File: src/rtl/uart_mon_pkg.sv
// Shared types, constants and helpers for the UART console monitor.
// The PARITY state is only reachable when UART_MON_PARITY_EN is defined.
package uart_mon_pkg;

    localparam int unsigned UART_DATA_BITS = 8;

    typedef enum logic [2:0] {
        StIdle   = 3'd0,
        StStart  = 3'd1,
        StData   = 3'd2,
        StParity = 3'd3,
        StStop   = 3'd4,
        StBreak  = 3'd5
    } uart_mon_state_t;

    // Cycles from the detected falling edge to the middle of the start bit.
    function automatic int unsigned uart_half_div(input int unsigned div);
        return div / 2;
    endfunction

endpackage

File: src/rtl/uart_mon_if.sv
// Byte stream carrying decoded console output from the monitor to its consumer.
interface uart_mon_if;
    import uart_mon_pkg::*;

    logic [UART_DATA_BITS-1:0] m_data;
    logic                      m_valid;
    logic                      m_ready;

    modport master (
        output m_data,
        output m_valid,
        input  m_ready
    );

    modport slave (
        input  m_data,
        input  m_valid,
        output m_ready
    );

endinterface

File: src/rtl/uart_mon_fifo.sv
// Synchronous FIFO with registered storage and no fall-through; a simultaneous
// push and pop on a full FIFO is honoured.
module uart_mon_fifo #(
    parameter int unsigned WIDTH = 8,
    parameter int unsigned DEPTH = 4
) (
    input  logic                     clk,
    input  logic                     rst_n,
    input  logic                     push,
    input  logic [WIDTH-1:0]         push_data,
    input  logic                     pop,
    output logic [WIDTH-1:0]         head,
    output logic                     full,
    output logic                     empty,
    output logic [$clog2(DEPTH):0]   level
);
    localparam int unsigned AW = $clog2(DEPTH);

    logic [WIDTH-1:0] mem_q [DEPTH];
    logic [AW-1:0]    wptr_q, rptr_q;
    logic [AW:0]      count_q, count_d;
    logic             do_push, do_pop;

    assign full  = (count_q == (AW+1)'(DEPTH));
    assign empty = (count_q == '0);
    assign level = count_q;
    assign head  = mem_q[rptr_q];

    // When full, a pop frees the slot the write pointer is aimed at.
    assign do_push = push && (!full || pop);
    assign do_pop  = pop && !empty;

    always_comb begin
        count_d = count_q;
        case ({do_push, do_pop})
            2'b10:   count_d = count_q + (AW+1)'(1);
            2'b01:   count_d = count_q - (AW+1)'(1);
            default: count_d = count_q;
        endcase
    end

    always_ff @(posedge clk) begin
        if (!rst_n) begin
            for (int i = 0; i < int'(DEPTH); i++) begin
                mem_q[i] <= '0;
            end
            wptr_q  <= '0;
            rptr_q  <= '0;
            count_q <= '0;
        end else begin
            if (do_push) begin
                mem_q[wptr_q] <= push_data;
                wptr_q        <= wptr_q + AW'(1);
            end
            if (do_pop) begin
                rptr_q <= rptr_q + AW'(1);
            end
            count_q <= count_d;
        end
    end

endmodule

File: src/rtl/uart_tx_monitor.sv
// 8N1 UART receiver buffering console bytes in a FIFO with valid/ready output.
// Define UART_MON_PARITY_EN to expect one even-parity bit after D7.
module uart_tx_monitor
    import uart_mon_pkg::*;
#(
    parameter int unsigned CLK_DIV    = 278,
    parameter int unsigned FIFO_DEPTH = 4
) (
    input  logic                         sys_clk,
    input  logic                         sys_rst_n,
    input  logic                         serial_rx,
    uart_mon_if.master                   mon,
    output logic [$clog2(FIFO_DEPTH):0]  level,
    output logic                         frame_err,
    output logic                         parity_err,
    output logic                         overflow
);
    localparam int unsigned CNT_W = $clog2(CLK_DIV);

    localparam logic [CNT_W-1:0] HALF_LOAD = CNT_W'(uart_half_div(CLK_DIV) - 1);
    localparam logic [CNT_W-1:0] FULL_LOAD = CNT_W'(CLK_DIV - 1);
    localparam logic [2:0]       LAST_BIT  = 3'(UART_DATA_BITS - 1);

    localparam logic [2:0] S_IDLE   = StIdle;
    localparam logic [2:0] S_START  = StStart;
    localparam logic [2:0] S_DATA   = StData;
    localparam logic [2:0] S_STOP   = StStop;
    localparam logic [2:0] S_BREAK  = StBreak;
`ifdef UART_MON_PARITY_EN
    localparam logic [2:0] S_PARITY = StParity;
`endif

    logic                      sync1_q, rx_s, rx_prev_q;
    logic [2:0]                state_q, state_d;
    logic [CNT_W-1:0]          cnt_q, cnt_d;
    logic [2:0]                bit_q, bit_d;
    logic [UART_DATA_BITS-1:0] shift_q, shift_d;
    logic                      push_q, push_d;
    logic [UART_DATA_BITS-1:0] push_data_q;
    logic                      ferr_q, ferr_d;
    logic                      ovf_q;
    logic                      tick;
    logic                      fifo_full, fifo_empty, fifo_pop;
`ifdef UART_MON_PARITY_EN
    logic                      par_bad_q, par_bad_d;
    logic                      perr_q, perr_d;
`endif

    assign tick = (cnt_q == '0);

    always_comb begin
        state_d = state_q;
        cnt_d   = tick ? cnt_q : cnt_q - CNT_W'(1);
        bit_d   = bit_q;
        shift_d = shift_q;
        push_d  = 1'b0;
        ferr_d  = 1'b0;
`ifdef UART_MON_PARITY_EN
        par_bad_d = par_bad_q;
        perr_d    = 1'b0;
`endif
        case (state_q)
            S_IDLE: begin
                if (rx_prev_q && !rx_s) begin
                    state_d = S_START;
                    cnt_d   = HALF_LOAD;
                end
            end
            S_START: begin
                if (tick) begin
                    // A start bit that is high again mid-bit was only a glitch.
                    if (!rx_s) begin
                        state_d = S_DATA;
                        cnt_d   = FULL_LOAD;
                        bit_d   = '0;
                    end else begin
                        state_d = S_IDLE;
                    end
                end
            end
            S_DATA: begin
                if (tick) begin
                    shift_d = {rx_s, shift_q[UART_DATA_BITS-1:1]};
                    bit_d   = bit_q + 3'd1;
                    cnt_d   = FULL_LOAD;
                    if (bit_q == LAST_BIT) begin
`ifdef UART_MON_PARITY_EN
                        state_d = S_PARITY;
`else
                        state_d = S_STOP;
`endif
                    end
                end
            end
`ifdef UART_MON_PARITY_EN
            S_PARITY: begin
                if (tick) begin
                    par_bad_d = ^{shift_q, rx_s};
                    state_d   = S_STOP;
                    cnt_d     = FULL_LOAD;
                end
            end
`endif
            S_STOP: begin
                if (tick) begin
                    if (rx_s) begin
                        push_d  = 1'b1;
                        state_d = S_IDLE;
                    end else begin
                        ferr_d  = 1'b1;
                        state_d = S_BREAK;
                    end
`ifdef UART_MON_PARITY_EN
                    if (par_bad_q) begin
                        push_d = 1'b0;
                        perr_d = 1'b1;
                    end
`endif
                end
            end
            S_BREAK: begin
                if (rx_s) begin
                    state_d = S_IDLE;
                end
            end
            default: state_d = S_IDLE;
        endcase
    end

    always_ff @(posedge sys_clk) begin
        if (!sys_rst_n) begin
            sync1_q     <= 1'b1;
            rx_s        <= 1'b1;
            rx_prev_q   <= 1'b1;
            state_q     <= S_IDLE;
            cnt_q       <= '0;
            bit_q       <= '0;
            shift_q     <= '0;
            push_q      <= 1'b0;
            push_data_q <= '0;
            ferr_q      <= 1'b0;
            ovf_q       <= 1'b0;
        end else begin
            sync1_q   <= serial_rx;
            rx_s      <= sync1_q;
            rx_prev_q <= rx_s;
            state_q   <= state_d;
            cnt_q     <= cnt_d;
            bit_q     <= bit_d;
            shift_q   <= shift_d;
            push_q    <= push_d;
            ferr_q    <= ferr_d;
            if (push_d) begin
                push_data_q <= shift_q;
            end
            if (push_q && fifo_full && !fifo_pop) begin
                ovf_q <= 1'b1;
            end
        end
    end

`ifdef UART_MON_PARITY_EN
    always_ff @(posedge sys_clk) begin
        if (!sys_rst_n) begin
            par_bad_q <= 1'b0;
            perr_q    <= 1'b0;
        end else begin
            par_bad_q <= par_bad_d;
            perr_q    <= perr_d;
        end
    end

    assign parity_err = perr_q;
`else
    assign parity_err = 1'b0;
`endif

    assign fifo_pop  = !fifo_empty && mon.m_ready;
    assign frame_err = ferr_q;
    assign overflow  = ovf_q;
    assign mon.m_valid = !fifo_empty;

    uart_mon_fifo #(
        .WIDTH (UART_DATA_BITS),
        .DEPTH (FIFO_DEPTH)
    ) u_fifo (
        .clk       (sys_clk),
        .rst_n     (sys_rst_n),
        .push      (push_q),
        .push_data (push_data_q),
        .pop       (fifo_pop),
        .head      (mon.m_data),
        .full      (fifo_full),
        .empty     (fifo_empty),
        .level     (level)
    );

endmodule

File: src/flat_wrapper.sv
// flat-port wrapper written by rule: the top's interface ports become plain ports
module uart_tx_monitor_flat import uart_mon_pkg::*;
#(
    parameter int unsigned CLK_DIV    = 278,
    parameter int unsigned FIFO_DEPTH = 4
)
  (sys_clk, sys_rst_n, serial_rx, level, frame_err, parity_err, overflow, mon_m_data, mon_m_valid, mon_m_ready);
  uart_mon_if mon_i ();
  input  logic sys_clk;
  input  logic sys_rst_n;
  input  logic serial_rx;
  output logic [$clog2(FIFO_DEPTH):0] level;
  output logic frame_err;
  output logic parity_err;
  output logic overflow;
  output wire logic [$bits(mon_i.m_data)-1:0] mon_m_data;
  output wire logic [$bits(mon_i.m_valid)-1:0] mon_m_valid;
  input wire logic [$bits(mon_i.m_ready)-1:0] mon_m_ready;
  assign mon_m_data = mon_i.m_data;
  assign mon_m_valid = mon_i.m_valid;
  assign mon_i.m_ready = mon_m_ready;
  uart_tx_monitor #(.CLK_DIV(CLK_DIV), .FIFO_DEPTH(FIFO_DEPTH)) u_core (.sys_clk(sys_clk), .sys_rst_n(sys_rst_n), .serial_rx(serial_rx), .mon(mon_i), .level(level), .frame_err(frame_err), .parity_err(parity_err), .overflow(overflow));
endmodule
File: config.mk
export PLATFORM = sky130hd
export DESIGN_NAME = uart_tx_monitor_flat
export DESIGN_NICKNAME = d
export VERILOG_FILES = /design/src/rtl/uart_mon_pkg.sv /design/src/rtl/uart_mon_if.sv /design/src/rtl/uart_mon_fifo.sv /design/src/rtl/uart_tx_monitor.sv /design/src/flat_wrapper.sv
export SDC_FILE = /design/constraint.sdc
export NUM_CORES = 1
export LEC_CHECK = 0
export CORE_ASPECT_RATIO = 0.6
export CORE_UTILIZATION = 40
export CTS_CLUSTER_SIZE = 16
export DETAILED_ROUTE_END_ITERATION = 8
export GPL_TIMING_DRIVEN = 0
export SYNTH_ARGS = -nofsm -noshare
export SYNTH_HDL_FRONTEND = slang
export SYNTH_SLANG_ARGS = --single-unit
File: constraint.sdc
create_clock -name sys_clk -period 3.6 [get_ports sys_clk]
set_clock_uncertainty 0.2 [all_clocks]
set_input_delay 0.36 -clock sys_clk [delete_from_list [all_inputs] [get_ports sys_clk]]
set_output_delay 0.36 -clock sys_clk [all_outputs]
set_load 0.02 [all_outputs]
# [Yosys cells after proc, flatten, opt, wreduce, memory -nomap -nowiden]
# Memory sizes are Yosys's and may differ from the RTL's. A register that Yosys moved wholly into a read port is not among the register bits.
# Index checks and enable logic that the tools add are counted.
[totals] output_inout_bits=15 elab_cells=90 n_memories=1 ff_bits=44 inputBits=4 ram_bits=32
[memory_table] name="u_core.u_fifo.mem_q" words=4 word_bits=8 rd=1 rd_clocked_by_memory_dff=1 wr=4 line="uart_mon_fifo.sv:19" text="logic [WIDTH-1:0] mem_q [DEPTH];"
[classes] reduce_logical=21 addsub=6 n_eq_ne=15 n_mux=33
[ops] operator="$mux W9" count=5
[ops] operator="$mux W3" count=10
[ops] operator="$pmux W9 S3" count=1
[ops] operator="$pmux W3 S5" count=1
[ops] operator="$eq A3 B3 Y1 const B" count=4
[ops] operator="$ne A2 B1 Y1 const B" count=6
[ops] operator="$pmux W3 S2" count=2
[ops] operator="$logic_not A9 Y1" count=1
[ops] operator="$mux W1" count=9
[ops] operator="$sub A9 B1 Y9 const B" count=1
[ops] operator="$mux W2" count=4
[ops] operator="$mux W8" count=1
[ops] operator="$reduce_or A8 Y1" count=1
[ops] operator="$add A3 B1 Y3 const B" count=2
[ops] operator="$logic_and A1 B1 Y1" count=6
[ops] operator="$logic_not A3 Y1" count=2
[ops] operator="$reduce_and A6 Y1" count=1
[ops] operator="$add A2 B1 Y2 const B" count=2
[ops] operator="$logic_not A1 Y1" count=4
[ops] operator="$reduce_and A4 Y1" count=1
[ops] operator="$reduce_bool A2 Y1" count=2
[ops] operator="$eq A3 B1 Y1 const B" count=1
[ops] operator="$eq A3 B2 Y1 const B" count=1
[ops] operator="$reduce_and A3 Y1" count=1
[ops] operator="other kinds (6)" count=6

# [Longest topological paths before layout]
[logic_depth] ltp_word=10 mapped_depth=10 depth_no_buf=9

# [By module]
# From an unflattened synthesis, not the netlist that was laid out.
[unflattened] cells_unflattened=314 area_unflattened_um2=3567.2
[modules_own_cells] module="uart_mon_fifo" cells_each=130 area_per_inst_um2=1846.8 seq_area_each_um2=1141.1 instances=1
[modules_own_cells] module="uart_tx_monitor" cells_each=184 area_per_inst_um2=1720.4 seq_area_each_um2=740.7 instances=1

# [Least setup slack after synthesis]
# Ideal clock, no wire load.
[synth_path] path_kind="flip-flop to flip-flop" startpoint="register u_core.u_fifo.count_q[0] (netlist: u_core.u_fifo.level[0])" endpoint="register u_core.u_fifo.count_q[2] (netlist: u_core.u_fifo.level[2])" synth_period_minus_slack_ns=2.688 required_ns=3.330 slack_ns=0.912 t_arrival_ns=2.417 setup_time_ns=0.070 path_stages_with_launch=9 n_path_buf=0 cell_sequence="dfxtp_1 > or4b_2 > nand2_1 > ha_1 > inv_1 > fa_1 > xor2_1 > or3_1 > a21oi_1"
[synth_via] elab_chain_cells=7 word_cells_on_any_way=14 cone_classes="add/sub (2); eq/ne (3); mux (1); reduce/logical (8)"
[synth_lines] item="start: declaration" line="uart_mon_fifo.sv:21" text="logic [AW:0] count_q, count_d;"
[synth_lines] item="start signal: assignment" line="uart_mon_fifo.sv:58" text="count_q <= count_d;"
[synth_lines] item="$logic_not A3 Y1" line="uart_mon_fifo.sv:25" text="assign empty = (count_q == '0);"
[synth_lines] item="$logic_not A1 Y1" line="uart_mon_fifo.sv:31, uart_tx_monitor.sv:178"
[synth_lines] item="$logic_and A1 B1 Y1" line="uart_tx_monitor.sv:178" text="assign fifo_pop = !fifo_empty && mon.m_ready;"
[synth_lines] item="$logic_or A1 B1 Y1" line="uart_mon_fifo.sv:30" text="assign do_push = push && (!full || pop);"
[synth_lines] item="$logic_and A1 B1 Y1" line="uart_mon_fifo.sv:30"
[synth_lines] item="$eq A2 B1 Y1 / $eq A2 B2 Y1 (equally long branches)" line="uart_mon_fifo.sv:35" text="case ({do_push, do_pop})"
[synth_lines] item="$pmux W3 S2 / $reduce_bool A2 Y1 (equally long branches)"
# Parallel ways exist; a longest one is shown, timed or not.
# A chain may end at the register's enable or synchronous reset.

==> metrics.csv <==
stage,metric,value,unit
floorplanning,number of top-level pins,19,
finish,Util after Layout,50.3,%
power_and_ir_drop,P_leak,1.52,nW
worst_setup_path,max incr delay on CP,1000,ps
clock_network,H-tree depth,3,
sta,Fin Setup TNS,0,ps
sta,final hold vios,0,
finish,fill count,756,
grt,grt total ovfl,0,
clock_network,"Hold-fix buffers, CTS",0,
finish,Finished Cell Area,4090,um2
placed_design,Post-DP HPWL,5120,um
clock_network,Clock Path Buffers,2,
sta,fin crit share,82.3,%
min_path,Worst Hold End,u_core.rx_s,
route,Routed WL,7310,um
run_status,status,completed,
logic_synthesis,Synth async-reset ratio,0,%
grt,M3 GR Usage,6.90,%
logic_synthesis,synth warn,0,
floorplanning,DIE AREA,9090,um2
route,DR WL/cell,15.9,um
worst_setup_path,Reg-to-Reg Start,u_core.u_fifo.level[1],
worst_setup_path,Worst path top cell family by delay,simple AND/OR/NAND/NOR gates,
route,Remaining DRCs,0,
min_path,class of the worst hold path,reg2reg,
worst_setup_path,CP endpoint kind,register,
grt,Total GRT Usage,18.0,%
min_path,Hold Path Stages,1,
floorplanning,Core Box Area,8130,um2
logic_synthesis,Yosys cell types,53,
logic_synthesis,syn_area_per_cell,10.9,um2
logic_synthesis,"Seq/Total Area, Yosys",54.1,%
power_and_ir_drop,Max IR drop VDD,0.211,mV
floorplanning,row cnt,25,
route,drt first-iter violations,216,
worst_setup_path,RR Endpoint,u_core.u_fifo.mem_q[1][2],
logic_synthesis,synthesized net count,330,
clock_network,clock transition at the registers of the reported paths,50,ps
logic_synthesis,main flop type after synthesis,dfxtp_1,
sta,RSZ-0062 raised after global routing,no,
finish,fraction of layout instances using a drive strength above 1,9.63,%
grt,first-pass GRT wire length,11800,um
clock_network,post-CTS setup buffer count,0,
worst_setup_path,critical-path cell list,"clkdlybuf4s50_1, or4b_2, and3_1, nor3b_1, nand2b_1",
grt,met1 Usage GRT,26.8,%
placed_design,Port Buffer Count,17,
worst_setup_path,crit start category,primary input,
route,Vias,2388,
clock_network,number of CTS-inserted buffers,9,
sta,slew margin rel.,17.2,%
finish,area growth from synthesis to layout,17.5,%
logic_synthesis,Post-synth EDFFs,32,
sta,Worst Tran Pin Value,1240,ps
grt,initial antenna violation count,0,
min_path,Min-Delay Startpoint,u_core.sync1_q,
sta,Final setup viols,0,
worst_setup_path,Worst EP arrival,2740,ps
clock_network,clock latency on the worst-skew pair,340,ps
finish,"most common cell after layout, fill and taps aside",dfxtp_1,
finish,most frequent cells in the layout,"dfxtp_1 (46), and2_1 (33), edfxtp_1 (32)",
worst_setup_path,r2r worst-path depth,4,
clock_network,root buffer cell,clkbuf_16,
route,Antenna Nets Post-Route,0,
floorplanning,Die Wd,122,um
worst_setup_path,buffers and inverters on the worst path,1,
logic_synthesis,Synth Register Bits,78,
worst_setup_path,Worst Path Required,3380,ps
logic_synthesis,Cells after Synth,320,
clock_network,clock sinks,78,
floorplanning,die height,74.3,um
grt,vias in the first global route,2205,
grt,GR Util met2,24.1,%
worst_setup_path,crit-path max FO,9,
logic_synthesis,area of the mapped netlist,3480,um2
route,number of vias per cell,5.18,
grt,layer with the highest usage,met1,
placed_design,Final Wtd Congestion,0.880,
flow_run,maxcap violations,0,
clock_network,CTS tree,done,
worst_setup_path,Worst Setup Path Type,in2reg,
sta,final critical-path required period,2960,ps
sta,Pins Over Slew Limit,0,
finish,Final nets,358,
finish,Ant. Diodes,0,
sta,Fmax achieved,337,MHz
floorplanning,Initial Util,42.8,%
power_and_ir_drop,total power per unit cell area,604,nW/um2
clock_network,Post-CTS Resized,0,
placed_design,DP Area,3790,um2
grt,largest net degree at the start of global routing,14,
worst_setup_path,register-to-register setup slack,670,ps
worst_setup_path,Slowest cell on crit path,nor3b_1,
route,drt pass-1 iters,4,
-- flip-flops by register name, indices dropped and copies added (netlist names), named ones only --
register              cells
u_core.cnt_q              9
u_core.shift_q            8
u_core.u_fifo.rptr_q      2
u_core.push_data_q        8
u_core.state_q            3
u_core.bit_q              3
u_core.push_q             1
u_core.frame_err          1
u_core.u_fifo.level       3
u_core.rx_prev_q          1
u_core.overflow           1
u_core.rx_s               1
u_core.u_fifo.mem_q      32
u_core.sync1_q            1
u_core.u_fifo.wptr_q      2
-- how the worst max path moves through the flow --
| stage | to | depth (start not counted) | startpoint | slack [ps] |
|---|---|---|---|---|
| 6_report | u_core.u_fifo.mem_q[1][2] | 5 | mon_m_ready | 640 |
| 4_1_cts | mon_m_data[3] | 3 | register | 610 |
| 2_1_floorplan | u_core.u_fifo.level[2] | 8 | u_core.u_fifo.level[0] | 910 |
| 3_5_place_dp | u_core.u_fifo.mem_q[1][2] | 5 | mon_m_ready | 390 |
| 3_3_place_gp | u_core.u_fifo.mem_q[1][2] | 5 | mon_m_ready | 300 |
| 5_1_grt | u_core.u_fifo.mem_q[1][1] | 4 | u_core.u_fifo.level[0] | 510 |
-- metrics by stage --
| step | worst slack (ps) | hold slack [ps] | std cells | total power, W |
|---|---|---|---|---|
| floorplan | 912 | 186 | 320 | 0.00143 |
| global placement | 299 | 191 | 445 | 0.00155 |
| detailed placement | 390 | 198 | 445 | 0.00157 |
| CTS | 609 | 213 | 461 | 0.00249 |
| global route | 508 | 235 | 461 | 0.00258 |
| finish | 636 | 208 | 461 | 0.00247 |
-- synthesized netlist by cell type, types with 2 or more instances --
| master | instances | area, um2 |
|---|---|---|
| and2_1 | 33 | 206 |
| or3b_2 | 2 | 17.5 |
| dfxtp_1 | 46 | 921 |
| a32o_1 | 2 | 20.0 |
| nor3_1 | 5 | 25.0 |
| nand3_1 | 14 | 70.1 |
| nand4_1 | 3 | 18.8 |
| edfxtp_1 | 32 | 961 |
| inv_1 | 9 | 33.8 |
| a21oi_1 | 17 | 85.1 |
| nand2b_1 | 12 | 75.1 |
| xnor2_1 | 4 | 35.0 |
| xor2_1 | 6 | 52.6 |
| o31a_1 | 2 | 17.5 |
| nor4_1 | 3 | 18.8 |
| mux2i_1 | 10 | 100 |
| mux4_2 | 8 | 180 |
| ha_1 | 5 | 62.6 |
| nor4b_1 | 2 | 17.5 |
| o21ai_0 | 5 | 25.0 |
| o211ai_1 | 3 | 22.5 |
| o21a_1 | 2 | 15.0 |
| buf_1 | 2 | 7.51 |
| nor3b_1 | 4 | 30.0 |
| a31oi_1 | 2 | 12.5 |
| nor2_1 | 31 | 116 |
| clkbuf_1 | 11 | 41.3 |
| or3_1 | 3 | 18.8 |
| nand2_1 | 18 | 67.6 |
-- cell families after synthesis --
logic type                 Yosys count  share of synthesized area (%)
DFF                                 78                           54.1
buffers and inverters               26                           3.16
other                                1                          0.108
adders and majority gates            6                           2.37
and+or+nand+nor                    139                           21.8
xor gates and xnor gates            10                           2.52
AOI/OAI and AO/OA                   42                           7.94
muxes                               18                           8.05
-- area by class of cell --
type,instances,area (um2),share of cell area [%]
timing repair buffer,17,170,4.16
inverter,10,37.5,0.918
multi-input combinational,216,1490,36.4
buffer,16,72.6,1.77
sequential,78,1880,46.0
clock inverter,4,46.3,1.13
clock buffer,12,256,6.27
tap,108,135,3.30
-- worst reg2reg max path, delay by kind of cell, from the launching register on --
| family | cells | cell delay, ps |
|---|---|---|
| flops | 1 | 420 |
| simple gates | 4 | 1950 |
-- metal layers --
metal	vias up	share of wire, %
met4	0	0.83
met5	-	0
met3	6	8.0
met2	61	39
met1	1127	52
li1	1194	-
-- power by group --
part	total (W)	internal (W)	switching, W
Sequential	0.00102	0.000978	0.0000462
Clock	0.000914	0.000571	0.000343
Combinational	0.000533	0.000207	0.000326
Power figures use the tool's default switching activity.
